$ cat src/rtl/gigatron_video_pkg.sv
// gigatron_video_pkg: state encoding, default timing
// and out-register bit positions for the video sampler.
package gigatron_video_pkg;

  typedef enum logic [1:0] {
    VS_SEARCH,
    VS_HLOCK,
    VS_WAIT_V,
    VS_RUN
  } vs_state_e;

  localparam int DEF_H_TOTAL    = 200;
  localparam int DEF_H_BP       = 11;
  localparam int DEF_H_VIS      = 160;
  localparam int DEF_V_TOTAL    = 521;
  localparam int DEF_V_BP       = 33;
  localparam int DEF_V_VIS      = 480;
  localparam int DEF_LOCK_LINES = 4;

  localparam int OUT_HSYNC = 6;
  localparam int OUT_VSYNC = 7;

endpackage

$ cat src/rtl/gigatron_sync_edge.sv
// gigatron_sync_edge: one-bit sample register and
// rising-edge detector for an active-low sync line.
module gigatron_sync_edge (
  input  logic clk,
  input  logic reset_n,
  input  logic d,
  output logic rise
);

  logic q;

  // Sample holds high out of reset so a low line is never an edge
  always_ff @(posedge clk or negedge reset_n) begin
    if (!reset_n) q <= 1'b1;
    else          q <= d;
  end

  assign rise = d & ~q;

endmodule

$ cat src/rtl/gigatron_video_sampler.sv
// gigatron_video_sampler: locks onto Gigatron sync timing
// and emits a coordinate-tagged RGB222 pixel stream.
module gigatron_video_sampler
  import gigatron_video_pkg::*;
#(
  parameter int H_TOTAL    = DEF_H_TOTAL,
  parameter int H_BP       = DEF_H_BP,
  parameter int H_VIS      = DEF_H_VIS,
  parameter int V_TOTAL    = DEF_V_TOTAL,
  parameter int V_BP       = DEF_V_BP,
  parameter int V_VIS      = DEF_V_VIS,
  parameter int LOCK_LINES = DEF_LOCK_LINES
) (
  input  logic       clk,
  input  logic       reset_n,
  input  logic [7:0] out_in,
  output logic       pix_valid,
  output logic [5:0] pix_rgb,
  output logic [7:0] pix_x,
  output logic [8:0] pix_y,
  output logic       line_start,
  output logic       frame_start,
  output logic       sync_err,
  output logic       locked
);

  localparam logic [7:0] H_END  = 8'(H_TOTAL);
  localparam logic [7:0] H_LAST = 8'(H_TOTAL - 1);
  localparam logic [7:0] H_LO   = 8'(H_BP);
  localparam logic [7:0] H_HI   = 8'(H_BP + H_VIS);
  localparam logic [9:0] V_LAST = 10'(V_TOTAL - 1);
  localparam logic [9:0] V_LO   = 10'(V_BP);
  localparam logic [9:0] V_HI   = 10'(V_BP + V_VIS);
  localparam logic [2:0] LOCK_N = 3'(LOCK_LINES);

  logic       hrise;
  logic       vrise;
  logic [5:0] s0_rgb;
  logic [7:0] hcount;
  logic [9:0] vcount;
  logic       vpend;
  logic [2:0] lockcnt;
  logic [2:0] lock_n;
  vs_state_e  state;
  vs_state_e  state_n;
  logic       err_n;
  logic       ls_n;
  logic       fs_n;
  logic       run_ok;
  logic       good;
  logic       bad;
  logic       timeout;
  logic       vzero;
  logic       overrun;
  logic       pix_vis;

  gigatron_sync_edge u_hs (
    .clk     (clk),
    .reset_n (reset_n),
    .d       (out_in[OUT_HSYNC]),
    .rise    (hrise)
  );

  gigatron_sync_edge u_vs (
    .clk     (clk),
    .reset_n (reset_n),
    .d       (out_in[OUT_VSYNC]),
    .rise    (vrise)
  );

  assign good    = hrise & (hcount == H_LAST);
  assign bad     = hrise & (hcount != H_LAST);
  assign timeout = ~hrise & (hcount == H_LAST);
  assign vzero   = hrise & (vpend | vrise);
  assign overrun = hrise & ~(vpend | vrise)
                 & (vcount == V_LAST);
  assign locked  = (state == VS_RUN);

  // Colour half of the sample register
  always_ff @(posedge clk or negedge reset_n) begin
    if (!reset_n) s0_rgb <= 6'h3F;
    else          s0_rgb <= out_in[5:0];
  end

  // hcount tracks the line index of the sample in s0
  always_ff @(posedge clk or negedge reset_n) begin
    if (!reset_n)             hcount <= H_END;
    else if (hrise)           hcount <= 8'd0;
    else if (hcount != H_END) hcount <= hcount + 8'd1;
  end

  // Line counter, zeroed on the first hsync after vsync
  always_ff @(posedge clk or negedge reset_n) begin
    if (!reset_n) begin
      vcount <= 10'd0;
      vpend  <= 1'b0;
    end else if (vzero) begin
      vcount <= 10'd0;
      vpend  <= 1'b0;
    end else if (hrise) begin
      vcount <= vcount + 10'd1;
    end else if (vrise) begin
      vpend  <= 1'b1;
    end
  end

  // State, lock counter and status pulses
  always_ff @(posedge clk or negedge reset_n) begin
    if (!reset_n) begin
      state       <= VS_SEARCH;
      lockcnt     <= 3'd0;
      sync_err    <= 1'b0;
      line_start  <= 1'b0;
      frame_start <= 1'b0;
    end else begin
      state       <= state_n;
      lockcnt     <= lock_n;
      sync_err    <= err_n;
      line_start  <= ls_n;
      frame_start <= fs_n;
    end
  end

  // Lock FSM; faults win over pixel emission
  always_comb begin
    state_n = state;
    lock_n  = lockcnt;
    err_n   = 1'b0;
    ls_n    = 1'b0;
    fs_n    = 1'b0;
    run_ok  = 1'b0;
    unique case (state)
      VS_SEARCH: begin
        if (hrise) begin
          state_n = VS_HLOCK;
          lock_n  = 3'd0;
        end
      end
      VS_HLOCK: begin
        if (timeout) begin
          state_n = VS_SEARCH;
        end else if (good) begin
          if (lockcnt + 3'd1 == LOCK_N) begin
            state_n = VS_WAIT_V;
            lock_n  = 3'd0;
          end else begin
            lock_n  = lockcnt + 3'd1;
          end
        end else if (bad) begin
          lock_n = 3'd0;
        end
      end
      VS_WAIT_V: begin
        if (bad) begin
          err_n   = 1'b1;
          state_n = VS_HLOCK;
          lock_n  = 3'd0;
        end else if (timeout) begin
          err_n   = 1'b1;
          state_n = VS_SEARCH;
        end else if (vzero) begin
          state_n = VS_RUN;
          fs_n    = 1'b1;
        end
      end
      VS_RUN: begin
        if (bad) begin
          err_n   = 1'b1;
          state_n = VS_HLOCK;
          lock_n  = 3'd0;
        end else if (timeout) begin
          err_n   = 1'b1;
          state_n = VS_SEARCH;
        end else if (overrun) begin
          err_n   = 1'b1;
          state_n = VS_WAIT_V;
        end else begin
          run_ok = 1'b1;
          ls_n   = hrise;
          fs_n   = vzero;
        end
      end
      default: state_n = VS_SEARCH;
    endcase
  end

  assign pix_vis = run_ok
                 & (hcount >= H_LO) & (hcount < H_HI)
                 & (vcount >= V_LO) & (vcount < V_HI);

  // Registered pixel stream; fields hold between pixels
  always_ff @(posedge clk or negedge reset_n) begin
    if (!reset_n) begin
      pix_valid <= 1'b0;
      pix_rgb   <= 6'd0;
      pix_x     <= 8'd0;
      pix_y     <= 9'd0;
    end else begin
      pix_valid <= pix_vis;
      if (pix_vis) begin
        pix_rgb <= s0_rgb;
        pix_x   <= hcount - H_LO;
        pix_y   <= 9'(vcount - V_LO);
      end
    end
  end

endmodule

$ cat config.mk
export PLATFORM = sky130hd
export DESIGN_NAME = gigatron_video_sampler
export DESIGN_NICKNAME = d
export VERILOG_FILES = /design/src/rtl/gigatron_video_pkg.sv /design/src/rtl/gigatron_sync_edge.sv /design/src/rtl/gigatron_video_sampler.sv
export SDC_FILE = /design/constraint.sdc
export NUM_CORES = 1
export LEC_CHECK = 0
export ABC_AREA = 1
export BUFFER_PORTS_ARGS = -buffer_cell sky130_fd_sc_hd__buf_4
export CAP_MARGIN = 10
export CORE_ASPECT_RATIO = 1.25
export CORE_MARGIN = 3
export CORE_UTILIZATION = 50
export CTS_BUF_LIST = sky130_fd_sc_hd__clkbuf_8 sky130_fd_sc_hd__clkbuf_16
export DETAILED_ROUTE_END_ITERATION = 8
export PLACE_DENSITY_LB_ADDON = 0.1
export SETUP_SLACK_MARGIN = 0.4
export SLEW_MARGIN = 25
export SYNTH_ARGS = -nofsm -noshare
export SYNTH_HDL_FRONTEND = slang
export SYNTH_SLANG_ARGS = --single-unit
$ cat constraint.sdc
create_clock -name clk -period 3.1 [get_ports clk]
set_input_delay 0.155 -clock clk [delete_from_list [all_inputs] [get_ports clk]]
set_output_delay 0.155 -clock clk [all_outputs]
set_load 0.02 [all_outputs]
== Word level (Yosys, flattened, before mapping) ==
Cells that the tools add are included.

* Input bits: 10
* Word-level logic and storage cells: 109
* Output and inout port bits: 28
* Flip-flop bits (word level): 59

* Bitwise gates (word level): 17
* Equal/unequal tests: 15
* Multiplexer cells: 45
* Reduce and logical (&&, ||, !) cells: 8
* $lt $le $gt $ge: 4
* Add/subtract/negate cells: 5

{| class="wikitable"
|+ Operators with widths
! cell !! number
|-
| two-way mux 1 bit || 22
|-
| two-way mux 10 bit || 2
|-
| two-way mux 2 bit || 10
|-
| two-way mux 8 bit || 2
|-
| != test 8 bit (second input constant) || 2
|-
| two-way mux 3 bit || 5
|-
| AND 1 bit || 12
|-
| adder 10 x 1 -> 10 bit (second input constant) || 1
|-
| equality test 10 bit (second input constant) || 1
|-
| greater-or-equal comparator 10 x 6 -> 1 bit (second input constant) || 1
|-
| less-than comparator 10 bit (second input constant) || 1
|-
| one-hot mux 3 bit (3 select lines) || 1
|-
| subtractor 9 x 6 -> 9 bit (second input constant) || 1
|-
| adder 8 x 1 -> 8 bit (second input constant) || 1
|-
| equality test 8 bit (second input constant) || 1
|-
| greater-or-equal comparator 8 x 4 -> 1 bit (second input constant) || 1
|-
| less-than comparator 8 bit (second input constant) || 1
|-
| one-hot mux 2 bit (4 select lines) || 1
|-
| subtractor 8 x 4 -> 8 bit (second input constant) || 1
|-
| != test 3 bit (second input constant) || 2
|-
| nonzero test 2 bit || 3
|-
| AND reduction 5 bit || 1
|-
| equality test 2 bit (second input constant) || 2
|-
| != test 2 bit (second input constant) || 2
|-
| 12 further kinds || 17
|}

== Depth between registers and ports, before layout ==
Gate-level depths: netlist (run 1).

* Word-level depth: 14
* Mapped depth: 15
* Mapped depth without buffers: 13

== Hierarchy ==
From an unflattened synthesis (run 1), not the netlist that was laid out.

* Cells, all modules: 381
* Area total of the unflattened synthesis: 3,270.6 um^2

{| class="wikitable"
|+ By module, submodules not included
! module !! area each (um^2) !! cells an instance !! seq. area each (um^2) !! instances
|-
| gigatron_video_sampler || 3,198.1 || 375 || 1,437.6 || 1
|-
| gigatron_sync_edge || 36.3 || 3 || 26.3 || 2
|}

== Worst setup path before layout (run 1) ==
OpenSTA, ideal clock, no wires.

* Path kind: register to register
* From: reg u_hs.q
* To: reg pix_rgb[5]
* Data required time: 2.983 ns
* Stages on the path, launching flop included: 16
* Slack: 0.808 ns
* Library setup time: 0.117 ns
* Period minus slack after synthesis: 2.292 ns
* Path buffers: 3
* Arrival: 2.175 ns
* Cells stage by stage: dfstp_2 -> inv_1 -> nand2_1 -> buf_2 -> inv_1 -> buf_1 -> ha_1 -> nor2_1 -> inv_1 -> nor2_1 -> nand2_2 -> nor2_4 -> nand2_4 -> buf_6 -> nand2_1 -> nand2_1

* Word-level cells in the longest chain between the ends: 12
* Elaborated cells between the ends (all ways): 15
* Those cells by class: 4 x mux; 11 x bitwise

{| class="wikitable"
|+ RTL lines
! what !! line !! source
|-
| from (decl) || gigatron_sync_edge.sv:10 || <nowiki>logic q;</nowiki>
|-
| from (signal assigned) || gigatron_sync_edge.sv:14 || <nowiki>if (!reset_n) q <= 1'b1;</nowiki>
|-
| from (signal assigned) || gigatron_sync_edge.sv:15 || <nowiki>else q <= d;</nowiki>
|-
| inverter 1 bit (*) || gigatron_sync_edge.sv:18 || <nowiki>assign rise = d & ~q;</nowiki>
|-
| AND 1 bit (*) || gigatron_sync_edge.sv:18 ||
|-
| AND 1 bit || gigatron_video_sampler.sv:75 || <nowiki>assign overrun = hrise & ~(vpend | vrise)</nowiki>
|-
| AND 1 bit || gigatron_video_sampler.sv:76 || <nowiki>& (vcount == V_LAST);</nowiki>
|-
| two-way mux 1 bit || gigatron_video_sampler.sv:174 || <nowiki>end else if (overrun) begin</nowiki>
|-
| two-way mux 1 bit || gigatron_video_sampler.sv:171 || <nowiki>end else if (timeout) begin</nowiki>
|-
| two-way mux 1 bit (*) || gigatron_video_sampler.sv:167 || <nowiki>if (bad) begin</nowiki>
|-
| two-way mux 1 bit (*) || gigatron_video_sampler.sv:132 || <nowiki>unique case (state)</nowiki>
|-
| AND 1 bit (*) (2 in series) || gigatron_video_sampler.sv:188 || <nowiki>& (hcount >= H_LO) & (hcount < H_HI)</nowiki>
|-
| AND 1 bit (*) (2 in series) || gigatron_video_sampler.sv:189 || <nowiki>& (vcount >= V_LO) & (vcount < V_HI);</nowiki>
|-
| to (signal assigned) || gigatron_video_sampler.sv:201 || <nowiki>pix_rgb <= s0_rgb;</nowiki>
|-
| to (decl) || gigatron_video_sampler.sv:18 || <nowiki>output logic [5:0] pix_rgb,</nowiki>
|}

Every way passes the cells marked *; elsewhere a longest branch is shown, timed or not.
A chain may end at the register's enable or synchronous reset.

== Final worst setup path (run 1) ==
* From: reg hcount[5]
* To: reg pix_x[7]

* Word-level cells in the longest chain between the ends: 9
* Elaborated cells between the ends (all ways): 14
* Those cells by class: 1 x add/sub; 2 x order compare; 2 x eq/ne; 3 x mux; 6 x bitwise

{| class="wikitable"
|+ RTL lines
! what !! line !! source
|-
| from (decl) || gigatron_video_sampler.sv:39 || <nowiki>logic [7:0] hcount;</nowiki>
|-
| from (signal assigned) || gigatron_video_sampler.sv:89 || <nowiki>else if (hcount != H_END) hcount <= hcount + 8'd1;</nowiki>
|-
| equality test 8 bit || gigatron_video_sampler.sv:73 || <nowiki>assign timeout = ~hrise & (hcount == H_LAST);</nowiki>
|-
| AND 1 bit || gigatron_video_sampler.sv:73 ||
|-
| two-way mux 1 bit || gigatron_video_sampler.sv:171 ||
|-
| two-way mux 1 bit || gigatron_video_sampler.sv:167 ||
|-
| two-way mux 1 bit || gigatron_video_sampler.sv:132 ||
|-
| AND 1 bit (2 in series) || gigatron_video_sampler.sv:188 ||
|-
| AND 1 bit (2 in series) || gigatron_video_sampler.sv:189 ||
|-
| to (signal assigned) || gigatron_video_sampler.sv:202 || <nowiki>pix_x <= hcount - H_LO;</nowiki>
|-
| to (decl) || gigatron_video_sampler.sv:19 || <nowiki>output logic [7:0] pix_x,</nowiki>
|}

Parallel ways exist; a longest one is shown, timed or not.

==> results of run 1 <==
[synth_stat cells (2+ instances only)]
cell type	instances	area (sq um)
nand2_1	103	387
dfrtp_1	48	1200
nand3_1	40	200
inv_1	39	146
nor2_1	26	97.6
o21ai_0	14	70.1
nor3_1	13	65.1
a21oi_1	11	55.1
dfstp_2	11	289
ha_1	11	138
xor2_1	9	78.8
nand4_1	7	43.8
buf_2	4	20.0
inv_2	4	15.0
buf_4	3	22.5
nor2_2	3	18.8
nor4_1	3	18.8
o22ai_1	3	18.8
buf_6	2	22.5
nand2_2	2	12.5
o21ai_1	2	10.0
[report_power, final]
group          switching (mW)  leakage (nW)  total [mW]  internal [mW]
Sequential              0.145         0.750        1.11          0.967
Combinational           0.645          1.05        1.05          0.407
Clock                   0.296         0.108       0.730          0.434
[cell type report]
type / count / area [sq um]
fill: 515 / 2170
sequential: 59 / 1490
multi-input combinational: 257 / 1300
timing repair buffer: 50 / 398
clock buffer: 12 / 165
inverter: 43 / 161
tap: 66 / 82.6
clock inverter: 4 / 47.5
[flip-flops by register name, indices dropped and copies added (netlist names)]
name         flops
pix_x            8
s0_rgb           6
state            2
u_vs.q           1
lockcnt          3
hcount           8
pix_valid        1
vpend            1
frame_start      1
u_hs.q           1
pix_y            9
line_start       1
vcount          10
pix_rgb          6
sync_err         1
[final timing paths]
| path | cells after the start | endpoint | slack [ns] | start |
|---|---|---|---|---|
| max | 13 | pix_x[7] | 0.75 | hcount[5] |
| min | 2 | pix_rgb[1] | 0.42 | reset_n |
| max reg2reg | 13 | pix_x[7] | 0.75 | hcount[5] |
| min reg2reg | 2 | pix_y[7] | 0.47 | pix_y[7] |
| max in group asynchronous | 2 | line_start | 2.18 | reset_n |
| min in group clk | 2 | pix_y[7] | 0.47 | pix_y[7] |
[worst max-delay path, cell delays in order (launching register included)]
cell     delay, ns
dfrtp_1       0.42
nor2_1        0.21
nand3_1       0.17
nor3_2        0.21
inv_1         0.07
ha_1          0.22
nor2_1        0.14
inv_1         0.07
nor2_1        0.12
nand2_2       0.11
nor2_4        0.14
nand2_4       0.17
nand2_1       0.11
nand2_1       0.06
[repair_timing]
action | 4_1_cts | 5_1_grt
endpoints found under the setup margin | 0 | 24
hold buffers | 9 | 0
gates resized for setup | 0 | 1
endpoints found under the hold margin | 56 | 0
setup buffers | 0 | 1
[logic make-up after synthesis]
logic type                 count (synthesis)  synth area share, %
AOI/OAI and AO/OA                         35                 6.34
xor gates and xnor gates                   9                 2.61
adders and majority gates                 11                 4.56
buffers and inverters                     53                 7.63
DFF                                       59                 49.4
and+or+nand+nor                          202                 29.5
[stage by stage]
step / hold WS, ns / cells / util, % / area [sq um]
floorplan: -0.141 / 369 / - / 3020
global placement: 0.259 / 465 / 57.3 / 3330
detailed placement: 0.260 / 465 / 57.3 / 3330
CTS: 0.441 / 490 / 62.5 / 3630
global route: 0.469 / 491 / 62.7 / 3650
finish: 0.418 / 491 / 62.7 / 3650
[metal layers]
metal / routed length, microns / up-vias
met5: 0 / -
met1: 2910 / 1175
met3: 293 / 8
met4: 103 / 0
met2: 2800 / 70
li1: - / 1296
==> impl_metrics.json, run 1 <==
{
  "vias": 2549,
  "htree_levels": 3,
  "clk_latency_ns": 0.34,
  "max-vdd-ir-drop_mv": 0.418,
  "grt-busiest-layer": "met2",
  "setup_tns_ns": 0,
  "slew_headroom_pct": 51.2,
  "portBuffers": 37,
  "initialDrtViolationCount": 128,
  "firstDrtPassIters": 4,
  "core-area_sq_um": 5820,
  "slew_viol_final": 0,
  "dieArea_sq_um": 7010,
  "avgSynthCellArea_sq_um": 8.18,
  "diodes": 0,
  "via_per_inst": 5.19,
  "synth_cell_types": 32,
  "place_ws_ns": 0.477,
  "die_width_microns": 75.5,
  "clock_skew_ns": 0.00822,
  "pwr_density_cell_nw_per_um2": 794,
  "clockBufferDepth": 2,
  "wire_per_inst_microns": 12.4,
  "maxCapViolations": 0,
  "grt_pass1_wl_microns": 10200,
  "dpl.hpwl_microns": 4340,
  "hold_violations": 0,
  "grt-ovfl-total": 0,
  "crit_path_end_kind": "flip-flop",
  "cts.sinks": 59,
  "rsz0062_at_grt": "false",
  "place_congestion": 0.862,
  "die_h_microns": 92.9,
  "grt_pass1_vias": 2299,
  "antenna_left": 0,
  "fin_crit_sh_pct": 75.7,
  "cts.clk_slew.worst_paths_ns": 0.07,
  "final_common_cell": "nand2_1",
  "drc": 0,
  "power.total_mw": 2.89,
  "drive_gt1_share_pct": 19.3,
  "p_leak_nw": 1.91,
  "arrival_ns": 2.57,
  "ys.flop_type": "dfrtp_1",
  "setup_viol": 0,
  "required_ns": 3.32,
  "gr-usage-met3_pct": 3.80,
  "routed_wl_microns": 6110,
  "worst_pin_slew_ns": 0.732,
  "cts_tree": "done",
  "setup.worst_path.start_class": "flip-flop",
  "async_flop_share_pct": 100,
  "netlist_area_sq_um": 3020,
  "fin_nets": 441,
  "met1_usage_pct": 26.0,
  "path_class": "flip-flop to flip-flop",
  "ioPinCount": 38,
  "cts-root-buf": "clkbuf_8",
  "syn_inst": 369,
  "syn2layout_area_growth_pct": 20.9,
  "hold_path_class": "input pin to asynchronous set/reset pin",
  "grt_util_met2_pct": 28.2,
  "syn_nets": 390,
  "initial_core_util_pct": 51.9,
  "grt_max_degree": 60,
  "grt_use_total_pct": 18.9,
  "row_count": 31,
  "cts_buffers": 9,
  "grt_antenna_before_repair": 0,
  "fmax_mhz": 426,
  "ys_ff_latch": 59,
  "min_period_ns": 2.35,
  "yosysWarnings": 0,
  "critical_path.max_fanout": 24,
  "final_cell_mix": "nand2_1, dfrtp_1, buf_4",
  "yosysSeqAreaShare_pct": 49.4,
  "synth_edf_count": 0,
  "outcome": "finished, final reports clean",
  "final.setup.worst_slack_ns": 0.754
}
(Power assumes the default switching activity.)
==> inputs of run 2 (changes only) <==
==> constraint.sdc (replaced) <==
create_clock -name clk -period 2.11 [get_ports clk]
set_input_delay 0.1055 -clock clk [delete_from_list [all_inputs] [get_ports clk]]
set_output_delay 0.1055 -clock clk [all_outputs]
set_load 0.02 [all_outputs]
==> run 2 against run 1 <==
Worst hold slack got worse by 0.20 ns. Highest routed layer unchanged. Via count increased by 3.9%. Largest cell class is now multi-input combinational cells. Total power is 54% higher. Die area is the same.
==> impl_metrics.json, run 2 (synthesis gave the netlist of run 1 again) <==
{
  "crit_chain": "ha_2 > nand2_2 > nor3_4 > buf_4 > ha_4 > nor2_4 > inv_2 > nor2_4 > nand2_2 > nor2_4 > buf_12 > clkbuf_16 > nand3_1 > nand2_1",
  "rr_worst_depth": 14,
  "setup_viol": 0,
  "worst_pin_slew_ns": 0.733,
  "wire_per_inst_microns": 12.9,
  "p_sw_mw": 1.76,
  "slowest_delay_ns": 0.39,
  "met1_usage_pct": 26.6,
  "crit_family": "simple AND/OR/NAND/NOR gates",
  "grt_util_met2_pct": 31.7,
  "dieArea_sq_um": 7010,
  "syn2layout_area_growth_pct": 33.8,
  "crit_buf_inv": 4,
  "hold_path_class": "input pin to flip-flop",
  "finalNonFillerCells": 516,
  "die_width_microns": 75.5,
  "crit_slowest_cell": "dfrtp_1",
  "largest_register_ffs": 10,
  "initial_core_util_pct": 51.9,
  "via_per_inst": 5.13,
  "dpl.hpwl_microns": 4380,
  "outcome": "finished, final reports clean",
  "grt_pass1_vias": 2459,
  "critical_path.max_fanout": 8,
  "place_area_sq_um": 3450,
  "grt_pass1_wl_microns": 11000,
  "antenna_left": 0,
  "cts_buffers": 9,
  "pwr-share-comb_pct": 43.5,
  "top_regs": "vcount: 10 flops, pix_y: 9 flops",
  "fin_crit_sh_pct": 96.6,
  "cts.sinks": 59,
  "cts-root-buf": "clkbuf_8",
  "clock_skew_ns": 0.00730,
  "portBuffers": 37,
  "grt-ovfl-total": 0,
  "diodes": 0,
  "drive_gt1_share_pct": 30.4,
  "place_congestion": 0.899,
  "cpMostUsedCell": "nor2_4",
  "path_class": "flip-flop to flip-flop",
  "grt_max_degree": 60,
  "final_cell_mix": "nand2_1, buf_4, dfrtp_1",
  "cts_tree": "done",
  "top_register": "vcount",
  "clockBufferDepth": 2,
  "fin_nets": 466,
  "required_ns": 2.38,
  "drc": 0,
  "fmax_mhz": 491,
  "fin_util_pct": 69.4,
  "seqPwrFrac_pct": 37.1,
  "grt_antenna_before_repair": 0,
  "initialDrtViolationCount": 106,
  "htree_levels": 3,
  "cp.depth": 14,
  "core-area_sq_um": 5820,
  "gr-usage-met3_pct": 3.58,
  "max-vdd-ir-drop_mv": 0.761,
  "grt_use_total_pct": 20.2,
  "whs_path_depth": 4,
  "arrival_ns": 2.31,
  "crit_path_end_kind": "flip-flop",
  "dp_cells": 477,
  "die_h_microns": 92.9,
  "whs_ns": 0.213,
  "row_count": 31,
  "p_leak_nw": 2.05,
  "ioPinCount": 38,
  "clockPowerShare_pct": 19.4,
  "p_int_mw": 2.69,
  "min_period_ns": 2.04,
  "slew_headroom_pct": 51.2,
  "clk_latency_ns": 0.33,
  "fin_area_sq_um": 4040,
  "vias": 2649,
  "pwr_density_cell_nw_per_um2": 1100,
  "routed_wl_microns": 6630,
  "grt-busiest-layer": "met2",
  "firstDrtPassIters": 4,
  "rsz0062_at_grt": "true",
  "power.total_mw": 4.44,
  "hold_violations": 0,
  "switching_share_pct": 39.5,
  "setup.worst_path.start_class": "flip-flop",
  "maxCapViolations": 0,
  "final_common_cell": "nand2_1",
  "cts.clk_slew.worst_paths_ns": 0.07,
  "slew_viol_final": 0
}
[run 2: timing repair]
item / in CTS / in global routing
endpoints found under the setup margin: 30 / 31
pin swaps: 8 / 13
resized for setup: 24 / 24
gates cloned: 4 / 1
hold endpoints to repair: 56 / 0
buffers inserted: 7 / 2
hold buffers: 9 / 0
[run 2: cell type report]
cell class	count	area [sq um]
fillers	467	1780
well taps	66	82.6
flip-flops and latches	59	1490
multi-input cells	260	1510
repair buffers	72	628
clock buffers	10	138
inverters	43	164
clock inverters	6	26.3
[run 2: worst reg2reg max path, delay by kind of cell, from the launching register on]
| kind | cells | cell delay [ns] |
|---|---|---|
| buffers and inverters | 4 | 0.54 |
| and+or+nand+nor | 8 | 0.69 |
| adders and majority gates | 2 | 0.37 |
| DFF | 1 | 0.39 |
[run 2: per-layer routing]
layer  wire [microns]  vias to the layer above
met3              220                       12
met4              139                        0
li1                 -                     1353
met2             3220                       52
met5                0                        -
met1             3050                     1232
[run 2: path summary, 6_finish.rpt]
path,start,to,slack (ns)
min reg2reg,pix_y[2],pix_y[2],0.47
min,out_in[6],hcount[4],0.21
max reg2reg,hcount[1],pix_y[6],0.07
max,hcount[1],pix_y[6],0.07
max in group asynchronous,reset_n,frame_start,1.23
min in group asynchronous,reset_n,pix_rgb[0],0.40
[run 2: power groups by stage]
stage / logic (mW) / registers, mW / clock network (mW)
after floorplan: 0.793 / 1.84 / 0
after global placement: 1.58 / 1.63 / 0
after detailed placement: 1.61 / 1.63 / 0
after CTS: 1.81 / 1.62 / 0.881
after global routing: 2.14 / 1.69 / 0.936
final: 1.93 / 1.65 / 0.862
[run 2: metrics by stage]
step,TNS (ns),worst slack [ns]
floorplan,0,0.104
CTS,0,0.0280
detailed placement,0,0.00202
global route,-1.14,-0.0698
finish,0,0.0714
global placement,0,0.0626
